**config.mk**
```make
export PLATFORM = sky130hd
export DESIGN_NAME = branch_pc_unit_flat
export DESIGN_NICKNAME = d
export VERILOG_FILES = /design/src/rtl/branch_pc_unit_pkg.sv /design/src/rtl/branch_pc_unit_if.sv /design/src/rtl/branch_cond_eval.sv /design/src/rtl/branch_pc_unit.sv /design/src/flat_wrapper.sv
export SDC_FILE = /design/constraint.sdc
export NUM_CORES = 1
export LEC_CHECK = 0
export CAP_MARGIN = 20
export CORE_UTILIZATION = 52
export DETAILED_ROUTE_END_ITERATION = 10
export PLACE_DENSITY = 0.82
export SLEW_MARGIN = 20
export SYNTH_ARGS = -nofsm -noshare
export SYNTH_HDL_FRONTEND = slang
export SYNTH_HIERARCHICAL = 1
export SYNTH_SLANG_ARGS = --single-unit
```
**constraint.sdc**
```tcl
create_clock -name clk -period 4.3 [get_ports clk]
set_clock_uncertainty 0.05 [all_clocks]
set_input_delay 0.645 -clock clk [delete_from_list [all_inputs] [get_ports clk]]
set_output_delay 0.645 -clock clk [all_outputs]
set_load 0.02 [all_outputs]
```
**src/rtl/branch_pc_unit_pkg.sv**
```systemverilog
// Shared encodings for the branch/PC unit.
// Branch funct3 codes, base opcodes and PC-control FSM states.
package branch_pc_unit_pkg;

    localparam logic [2:0] F3_BEQ  = 3'b000;
    localparam logic [2:0] F3_BNE  = 3'b001;
    localparam logic [2:0] F3_BLT  = 3'b100;
    localparam logic [2:0] F3_BGE  = 3'b101;
    localparam logic [2:0] F3_BLTU = 3'b110;
    localparam logic [2:0] F3_BGEU = 3'b111;

    localparam logic [6:0] OPC_BRANCH = 7'b1100011;
    localparam logic [6:0] OPC_JAL    = 7'b1101111;
    localparam logic [6:0] OPC_JALR   = 7'b1100111;

    typedef enum logic [1:0] {
        ST_RUN  = 2'd0,
        ST_HOLD = 2'd1,
        ST_TRAP = 2'd2
    } state_t;

endpackage

```
**src/rtl/branch_pc_unit_if.sv**
```systemverilog
// Decode/comparator inputs and PC/status outputs of the branch unit.
// master drives the instruction side, slave is the branch unit.
interface branch_pc_unit_if #(
    parameter int XLEN  = 32,
    parameter int CNT_W = 32
);
    logic             instr_valid;
    logic             imem_ready;
    logic             is_branch;
    logic             is_jal;
    logic             is_jalr;
    logic [2:0]       funct3;
    logic [XLEN-1:0]  imm;
    logic [XLEN-1:0]  rs1_data;
    logic             rs2_msb;
    logic             BrEq;
    logic             BrLt;
    logic             trap_ack;
    logic [XLEN-1:0]  pc;
    logic [XLEN-1:0]  pc_plus4;
    logic             pc_sel;
    logic             taken;
    logic             illegal_br;
    logic             trap;
    logic [XLEN-1:0]  mepc;
    logic [CNT_W-1:0] br_cnt;
    logic [CNT_W-1:0] taken_cnt;

    modport master (
        output instr_valid, imem_ready, is_branch, is_jal, is_jalr,
        output funct3, imm, rs1_data, rs2_msb, BrEq, BrLt, trap_ack,
        input  pc, pc_plus4, pc_sel, taken, illegal_br, trap, mepc,
        input  br_cnt, taken_cnt
    );

    modport slave (
        input  instr_valid, imem_ready, is_branch, is_jal, is_jalr,
        input  funct3, imm, rs1_data, rs2_msb, BrEq, BrLt, trap_ack,
        output pc, pc_plus4, pc_sel, taken, illegal_br, trap, mepc,
        output br_cnt, taken_cnt
    );
endinterface

```
**src/rtl/branch_cond_eval.sv**
```systemverilog
// Conditional-branch outcome from funct3 and comparator flags.
// Signed less-than is rebuilt from the operand MSBs and unsigned BrLt.
module branch_cond_eval
    import branch_pc_unit_pkg::*;
(
    input  logic [2:0] funct3,
    input  logic       br_eq,
    input  logic       br_lt,
    input  logic       rs1_msb,
    input  logic       rs2_msb,
    output logic       taken,
    output logic       illegal
);

    logic slt;

    assign slt = (rs1_msb != rs2_msb) ? rs1_msb : br_lt;

    always_comb begin
        taken   = 1'b0;
        illegal = 1'b0;
        unique case (funct3)
            F3_BEQ:  taken = br_eq;
            F3_BNE:  taken = !br_eq;
            F3_BLT:  taken = slt;
            F3_BGE:  taken = !slt;
            F3_BLTU: taken = br_lt;
            F3_BGEU: taken = !br_lt;
            default: illegal = 1'b1;
        endcase
    end

endmodule

```
**src/rtl/branch_pc_unit.sv**
```systemverilog
// Branch/jump resolution, PC register, stall hold, misalign trap
// and saturating retired-branch counters.
module branch_pc_unit #(
    parameter int              XLEN     = 32,
    parameter logic [XLEN-1:0] RESET_PC = '0,
    parameter logic [XLEN-1:0] TRAP_VEC = XLEN'(32'h100),
    parameter int              CNT_W    = 32
) (
    input logic              clk,
    input logic              rst,
    branch_pc_unit_if.slave  bus
);
    import branch_pc_unit_pkg::*;

    state_t st_q, st_n;

    logic [XLEN-1:0]  pc_q, pc_n, mepc_q;
    logic [XLEN-1:0]  pc_plus4, pc_imm, jalr_tgt;
    logic [XLEN-1:0]  dec_tgt, run_next;
    logic [CNT_W-1:0] br_q, tk_q;
    logic             trap_q;
    logic             cond_tk, cond_ill;
    logic             dec_take, dec_cond, misalign;
    logic             pc_we, retire, ret_cond, ret_tk;
    logic             hold_we, trap_set, trap_clr;
    logic             sel, tk;

    logic [XLEN-1:0]  h_next;
    logic             h_sel, h_cond, h_tk;

    branch_cond_eval u_cond (
        .funct3  (bus.funct3),
        .br_eq   (bus.BrEq),
        .br_lt   (bus.BrLt),
        .rs1_msb (bus.rs1_data[XLEN-1]),
        .rs2_msb (bus.rs2_msb),
        .taken   (cond_tk),
        .illegal (cond_ill)
    );

    assign pc_plus4 = pc_q + XLEN'(4);
    assign pc_imm   = pc_q + bus.imm;
    assign jalr_tgt = (bus.rs1_data + bus.imm) & ~XLEN'(1);

    // Overlapping flags are legal: jalr beats jal beats branch.
    always_comb begin
        dec_take = 1'b0;
        dec_cond = 1'b0;
        dec_tgt  = pc_plus4;
        priority case (1'b1)
            bus.is_jalr: begin
                dec_take = 1'b1;
                dec_tgt  = jalr_tgt;
            end
            bus.is_jal: begin
                dec_take = 1'b1;
                dec_tgt  = pc_imm;
            end
            bus.is_branch: begin
                dec_cond = 1'b1;
                dec_take = cond_tk;
                dec_tgt  = pc_imm;
            end
            default: ;
        endcase
    end

    assign misalign = dec_take && (dec_tgt[1:0] != 2'b00);
    assign run_next = dec_take ? dec_tgt : pc_plus4;

    always_comb begin
        st_n     = st_q;
        pc_n     = pc_q;
        pc_we    = 1'b0;
        retire   = 1'b0;
        ret_cond = 1'b0;
        ret_tk   = 1'b0;
        hold_we  = 1'b0;
        trap_set = 1'b0;
        trap_clr = 1'b0;
        sel      = 1'b0;
        tk       = 1'b0;
        unique case (st_q)
            ST_RUN: begin
                sel = bus.instr_valid && dec_take;
                tk  = bus.instr_valid && dec_take;
                if (bus.instr_valid) begin
                    if (misalign) begin
                        trap_set = 1'b1;
                        st_n     = ST_TRAP;
                    end else if (bus.imem_ready) begin
                        pc_we    = 1'b1;
                        pc_n     = run_next;
                        retire   = 1'b1;
                        ret_cond = dec_cond;
                        ret_tk   = dec_take;
                    end else begin
                        hold_we = 1'b1;
                        st_n    = ST_HOLD;
                    end
                end
            end
            ST_HOLD: begin
                sel = h_sel;
                tk  = h_tk;
                if (bus.imem_ready) begin
                    pc_we    = 1'b1;
                    pc_n     = h_next;
                    retire   = 1'b1;
                    ret_cond = h_cond;
                    ret_tk   = h_tk;
                    st_n     = ST_RUN;
                end
            end
            ST_TRAP: begin
                if (bus.trap_ack) begin
                    pc_we    = 1'b1;
                    pc_n     = TRAP_VEC;
                    trap_clr = 1'b1;
                    st_n     = ST_RUN;
                end
            end
            default: st_n = ST_RUN;
        endcase
    end

    always_ff @(posedge clk) begin
        if (rst) begin
            st_q   <= ST_RUN;
            pc_q   <= RESET_PC;
            mepc_q <= '0;
            trap_q <= 1'b0;
            br_q   <= '0;
            tk_q   <= '0;
            h_next <= '0;
            h_sel  <= 1'b0;
            h_cond <= 1'b0;
            h_tk   <= 1'b0;
        end else begin
            st_q <= st_n;
            if (pc_we) pc_q <= pc_n;
            if (trap_set) begin
                mepc_q <= pc_q;
                trap_q <= 1'b1;
            end else if (trap_clr) begin
                trap_q <= 1'b0;
            end
            if (hold_we) begin
                h_next <= run_next;
                h_sel  <= dec_take;
                h_cond <= dec_cond;
                h_tk   <= dec_take;
            end
            if (retire && ret_cond && (br_q != {CNT_W{1'b1}}))
                br_q <= br_q + CNT_W'(1);
            if (retire && ret_cond && ret_tk && (tk_q != {CNT_W{1'b1}}))
                tk_q <= tk_q + CNT_W'(1);
        end
    end

    assign bus.pc         = pc_q;
    assign bus.pc_plus4   = pc_plus4;
    assign bus.pc_sel     = sel;
    assign bus.taken      = tk;
    assign bus.illegal_br = bus.is_branch && cond_ill;
    assign bus.trap       = trap_q;
    assign bus.mepc       = mepc_q;
    assign bus.br_cnt     = br_q;
    assign bus.taken_cnt  = tk_q;

endmodule

```
**src/flat_wrapper.sv**
```systemverilog
// flat-port wrapper written by rule: the top's interface ports become plain ports
module branch_pc_unit_flat import branch_pc_unit_pkg::*;
#(
    parameter int              XLEN     = 32,
    parameter logic [XLEN-1:0] RESET_PC = '0,
    parameter logic [XLEN-1:0] TRAP_VEC = XLEN'(32'h100),
    parameter int              CNT_W    = 32
)
  (clk, rst, bus_instr_valid, bus_imem_ready, bus_is_branch, bus_is_jal, bus_is_jalr, bus_funct3, bus_imm, bus_rs1_data, bus_rs2_msb, bus_BrEq, bus_BrLt, bus_trap_ack, bus_pc, bus_pc_plus4, bus_pc_sel, bus_taken, bus_illegal_br, bus_trap, bus_mepc, bus_br_cnt, bus_taken_cnt);
  branch_pc_unit_if #(.XLEN(XLEN), .CNT_W(CNT_W)) bus_i ();
  input logic clk;
  input logic rst;
  input wire logic [$bits(bus_i.instr_valid)-1:0] bus_instr_valid;
  input wire logic [$bits(bus_i.imem_ready)-1:0] bus_imem_ready;
  input wire logic [$bits(bus_i.is_branch)-1:0] bus_is_branch;
  input wire logic [$bits(bus_i.is_jal)-1:0] bus_is_jal;
  input wire logic [$bits(bus_i.is_jalr)-1:0] bus_is_jalr;
  input wire logic [$bits(bus_i.funct3)-1:0] bus_funct3;
  input wire logic [$bits(bus_i.imm)-1:0] bus_imm;
  input wire logic [$bits(bus_i.rs1_data)-1:0] bus_rs1_data;
  input wire logic [$bits(bus_i.rs2_msb)-1:0] bus_rs2_msb;
  input wire logic [$bits(bus_i.BrEq)-1:0] bus_BrEq;
  input wire logic [$bits(bus_i.BrLt)-1:0] bus_BrLt;
  input wire logic [$bits(bus_i.trap_ack)-1:0] bus_trap_ack;
  output wire logic [$bits(bus_i.pc)-1:0] bus_pc;
  output wire logic [$bits(bus_i.pc_plus4)-1:0] bus_pc_plus4;
  output wire logic [$bits(bus_i.pc_sel)-1:0] bus_pc_sel;
  output wire logic [$bits(bus_i.taken)-1:0] bus_taken;
  output wire logic [$bits(bus_i.illegal_br)-1:0] bus_illegal_br;
  output wire logic [$bits(bus_i.trap)-1:0] bus_trap;
  output wire logic [$bits(bus_i.mepc)-1:0] bus_mepc;
  output wire logic [$bits(bus_i.br_cnt)-1:0] bus_br_cnt;
  output wire logic [$bits(bus_i.taken_cnt)-1:0] bus_taken_cnt;
  assign bus_i.instr_valid = bus_instr_valid;
  assign bus_i.imem_ready = bus_imem_ready;
  assign bus_i.is_branch = bus_is_branch;
  assign bus_i.is_jal = bus_is_jal;
  assign bus_i.is_jalr = bus_is_jalr;
  assign bus_i.funct3 = bus_funct3;
  assign bus_i.imm = bus_imm;
  assign bus_i.rs1_data = bus_rs1_data;
  assign bus_i.rs2_msb = bus_rs2_msb;
  assign bus_i.BrEq = bus_BrEq;
  assign bus_i.BrLt = bus_BrLt;
  assign bus_i.trap_ack = bus_trap_ack;
  assign bus_pc = bus_i.pc;
  assign bus_pc_plus4 = bus_i.pc_plus4;
  assign bus_pc_sel = bus_i.pc_sel;
  assign bus_taken = bus_i.taken;
  assign bus_illegal_br = bus_i.illegal_br;
  assign bus_trap = bus_i.trap;
  assign bus_mepc = bus_i.mepc;
  assign bus_br_cnt = bus_i.br_cnt;
  assign bus_taken_cnt = bus_i.taken_cnt;
  branch_pc_unit #(.XLEN(XLEN), .RESET_PC(RESET_PC), .TRAP_VEC(TRAP_VEC), .CNT_W(CNT_W)) u_core (.clk(clk), .rst(rst), .bus(bus_i));
endmodule
```
Word level (Yosys, flattened, before mapping)
Cells that the tools add are included.
Cells by class
  add/sub/neg operators: 5
  eq/ne operators: 16
  multiplexer cells: 52
  reductions and logical operators: 18
Operator list (number)
  two-way mux 32 bit: 9
  case mux 32 bit (3 select lines): 1
  adder 32 x 1 -> 32 bit (second input constant): 2
  adder 32 bit: 2
  inequality test 32 bit (second input constant): 2
  adder 32 x 3 -> 32 bit (second input constant): 1
  two-way mux 1 bit: 30
  equality test 3 bit (second input constant): 4
  two-way mux 2 bit: 5
  inequality test 2 bit (second input constant): 5
  case mux 1 bit (2 select lines): 4
  logical AND 1 bit: 7
  AND reduction 7 bit: 1
  case mux 1 bit (6 select lines): 1
  case mux 2 bit (3 select lines): 1
  OR reduction 6 bit: 1
  AND reduction 4 bit: 1
  nonzero test 2 bit: 2
  equality test 3 x 1 -> 1 bit (second input constant): 1
  logical NOT 1 bit: 3
  logical NOT 3 bit: 1
  inequality test 3 x 2 -> 1 bit (second input constant): 1
  case mux 1 bit (3 select lines): 1
  nonzero test 3 bit: 1
  4 further kinds: 4
Word-level totals
  register bits after elaboration: 165
  word-level logic and storage cells: 100

Depth between registers and ports, before layout
  depth in word-level cells: 14
  mapped depth: 13
  mapped depth without buffers: 12

Hierarchy
Netlist, hierarchy kept.
By module, submodules not included
  branch_pc_unit: times used 1, cells an instance 1482, area each 11343.4 um^2
  branch_cond_eval: times used 1, cells an instance 11, area each 88.8 um^2

Worst setup path before layout
No wires, ideal clock.
  path type: input to output
  start point: input port bus_rs2_msb
  end point: output port bus_taken
  data arrival time: 3040 ps
  data required time: 3605 ps
  setup slack: 565 ps
  stages: 8
  buffers on the path: 3
  cell sequence: and2b_1 > a211oi_1 > o211ai_2 > a211oi_1 > clkbuf_1 > clkbuf_1 > o21ai_0 > buf_4
Between the ends
  word-level cells in the longest chain between the ends: 9
RTL lines
  from (decl): line flat_wrapper.sv:21  | input wire logic [$bits(bus_i.rs2_msb)-1:0] bus_rs2_msb;
  inequality test 1 bit (*): line branch_cond_eval.sv:17  | assign slt = (rs1_msb != rs2_msb) ? rs1_msb : br_lt;
  two-way mux 1 bit (*): line branch_cond_eval.sv:17
  logical NOT 1 bit: line branch_cond_eval.sv:26  | F3_BGE: taken = !slt;
  case mux 1 bit (6 select lines) (*): line branch_cond_eval.sv:22  | unique case (funct3)
  via u_core.cond_tk: line branch_pc_unit.sv:22  | logic cond_tk, cond_ill;
  two-way mux 1 bit (*) (3 in series): line branch_pc_unit.sv:50  | priority case (1'b1)
  logical AND 1 bit (*)
  case mux 1 bit (2 select lines) (*): line branch_pc_unit.sv:83  | unique case (st_q)
  to (decl): line flat_wrapper.sv:28  | output wire logic [$bits(bus_i.taken)-1:0] bus_taken;
The timed path passes the listed nets; every way through them passes the cells marked *.

Final worst setup path
  start point: input port bus_rs2_msb
  end point: output port bus_pc_sel
Between the ends
  word-level cells in the longest chain between the ends: 9
RTL lines
  inequality test 1 bit (*): line branch_cond_eval.sv:17
  two-way mux 1 bit (*): line branch_cond_eval.sv:17
  logical NOT 1 bit: line branch_cond_eval.sv:26
  case mux 1 bit (6 select lines) (*): line branch_cond_eval.sv:22
  via u_core.cond_tk: line branch_pc_unit.sv:22
  two-way mux 1 bit (*) (3 in series): line branch_pc_unit.sv:50
  logical AND 1 bit (*): line branch_pc_unit.sv:85  | sel = bus.instr_valid && dec_take;
  case mux 1 bit (2 select lines) (*)
  to (decl): line flat_wrapper.sv:27  | output wire logic [$bits(bus_i.pc_sel)-1:0] bus_pc_sel;
Marks and branches as above.

==> results.tsv <==
stage	metric	value	unit
sta	period_minus_slack	4.07	ns
synth	synth_seq_cells	165	
routing	drt_iter0_drc	1116	
final_layout	final.fill_count	1761	
critical_path	path_max_fanout	6	
routing	wl	38.9	mm
grt	antenna_found_initial	0	
routing	wire_per_inst	19.3	µm
floorplan	dieHeight	150	µm
final_layout	multiInputGateArea	7710	µm²
grt	grt_pass1_vias	11700	
floorplan	die_width	150	µm
sta	finalSetupViolCount	0	
sta	finalSetupTns	0	ns
final_layout	diodes	0	
power	leakage	5.71	nW
grt	globalRouteOverflowTotal	0	
synth	synth_fp_nets	1642	
grt	grt_pass1_wl	60.4	mm
final_layout	layout_common_cells	clkdlybuf4s50_1 (240), nand2_1 (176), dfxtp_1 (165), nor2_1 (161), a21oi_1 (142)	
synth	async_reset_ff_frac	0	
placed_design	io_buffers	241	
floorplan	rows	53	
sta	maxSlewHeadroom	0.491	
synth	yosysTopAreaCell	dfxtp_1	
clock_network	clockBufferDepth	2	
clock_network	cts_inserted_buffers	17	
floorplan	ioPinCount	242	
sta	max_freq	246	MHz
clock_network	clk_pin_slew_worst_paths	0.07	ns
clock_network	cts_resized	0	
sta	hold_slack	0.402	ns
clock_network	clock_sink_count	165	
routing	dr.pass1.iters	6	
critical_path	required	3.61	ns
critical_path	cp_cell_sequence	clkdlybuf4s50_1 > and2b_1 > a2111o_1 > o211ai_2 > buf_4 > a211oi_4 > o21ai_0 > clkdlybuf4s50_1	
floorplan	die_area	22600	µm²
sta	worst_pin_slew	0.763	ns
final_layout	drive_gt1_frac	0.0605	
critical_path	cp.arrival	3.38	ns
clock_network	cts_tree	done	
synth	synth_cell_types	79	
min_path	hold_path_class	reg -> reg	
critical_path	critPathKind	in -> out	
placed_design	dp_hpwl	28.7	mm
power	irDropWorstVdd	304	µV
placed_design	gp_congestion	0.967	
floorplan	core-area	21300	µm²
placed_design	place_ws	-0.0923	ns
run_status	status	complete, no violations	
synth	netlist_area	11400	µm²
sta	hold_viol_final	0	
floorplan	initial_core_util	0.537	
final_layout	fin_cells	2010	
routing	routed_via_density	6.26	
synth	ys.flop_type	dfxtp_1	
sta	grt_setup_unrepaired	no	
grt	grt_max_degree	74	
synth	synthTopCellsByArea	dfxtp_1 (29%), ha_1 (7.6%), a21oi_1 (6.3%)	
synth	synth_top_cell_area_share	0.289	
routing	drtAntennaViolNets	0	
sta	finalCritPeriodShare	0.947	
final_layout	ff_latch_area	3300	µm²
synth	synthCells	1493	
clock_network	clkLatencyLatePin	0.42	ns
final_layout	syn_to_final_growth	30.5	%
critical_path	cpPeakStageDelay	0.72	ns
critical_path	cp-end-kind	output pin	
job	drv_cap	0	
synth	synth_edf_count	0	
critical_path	cp-start-kind	primary input	
critical_path	crit_path_frequent_cell	clkdlybuf4s50_1	
clock_network	hold_buffers	0	
routing	vias	12600	
sta	setup_ws	0.229	ns
synth	ys_seq_area_frac	0.289	
sta	drv_slew	0	
power	p_per_area	359	nW/µm²
synth	postSynthAreaPerCell	7.66	µm²
clock_network	cts_root_buffer	clkbuf_16	
synth	ys_warn_count	6	
final_layout	final_common_cell	clkdlybuf4s50_1	
clock_network	htreeDepth	4	
grt	grt_usage	0.337	
routing	drc_errors	0	
final_layout	nets	1872	
critical_path	cp_slowest_cell	clkdlybuf4s50_1	
placed_design	dp_cells	1979	
clock_network	postCtsSetupRepairBufs	0	
-- logic make-up after synthesis --
family / after synthesis / synth area share
buffers and inverters: 113 / 0.0390
AOI/OAI and AO/OA: 436 / 0.249
and+or+nand+nor: 567 / 0.235
adders and majority gates: 71 / 0.0790
DFF: 165 / 0.289
muxes: 7 / 0.00624
xor gates and xnor gates: 134 / 0.103
-- critical path, delay by kind of cell --
family                 cells  cell delay (ns)
AND/OR/NAND/NOR            1             0.21
buffers and inverters      3             1.41
AO/OA/AOI/OAI              4             1.12
-- report_power, final --
part           switching, W  internal, W  total [W]
clock network      0.000656     0.000997    0.00165
registers          0.000153      0.00162    0.00177
logic               0.00114     0.000796    0.00193
-- worst paths after layout --
path | start | cells past startpoint | endpoint | slack, ns
worst min register to register | u_core/bus.mepc[24] | 2 | u_core/bus.mepc[24] | 0.40
worst max-delay path | bus_rs2_msb | 8 | bus_pc_sel | 0.23
worst min-delay path | u_core/bus.mepc[24] | 2 | u_core/bus.mepc[24] | 0.40
worst max register to register | u_core/bus.pc[0] | 13 | u_core/bus.taken_cnt[25] | 0.44
-- per-stage QoR --
step	utilization	total power, W	area, µm²
4_1_cts	0.701	0.00532	14900
3_5_place_dp	0.671	0.00368	14300
2_1_floorplan	-	0.00295	11400
3_3_place_gp	0.671	0.00365	14300
6_report	0.701	0.00536	14900
5_1_grt	0.701	0.00558	14900
-- metal layers --
metal | part of all wire | GRT usage
met3 | 0.092 | 0.0518
met1 | 0.41 | 0.441
met2 | 0.46 | 0.547
met4 | 0.036 | 0.146
met5 | 0 | 0
-- flip-flops by register name, summed over array words and instances (netlist names) --
register,flops
u_core/bus.mepc,32
u_core/h_next,32
u_core/bus.br_cnt,32
u_core/bus.pc,32
u_core/bus.taken_cnt,32
u_core/h_tk,1
u_core/h_cond,1
u_core/st_q,2
u_core/bus.trap,1
-- cell type report --
| cell class | count | share of cell area |
|---|---|---|
| multi-input cells | 1215 | 0.516 |
| well taps | 275 | 0.0231 |
| clock inverters | 13 | 0.0132 |
| clock buffers | 18 | 0.0294 |
| inverters | 30 | 0.00755 |
| repair buffers | 294 | 0.189 |
| flip-flops and latches | 165 | 0.221 |
-- cells in the mapped netlist, types with 24 or more instances --
cell type  number
nor3_1         24
ha_1           69
inv_1          29
a21oi_1       143
o21ai_0        75
a21o_1         39
nand2_1       176
nand4_1        38
nor2_1        162
clkbuf_1       75
xor2_1         68
a211oi_1       29
nand3_1        53
xnor2_1        66
dfxtp_1       165
Power figures use the tool's default switching activity.
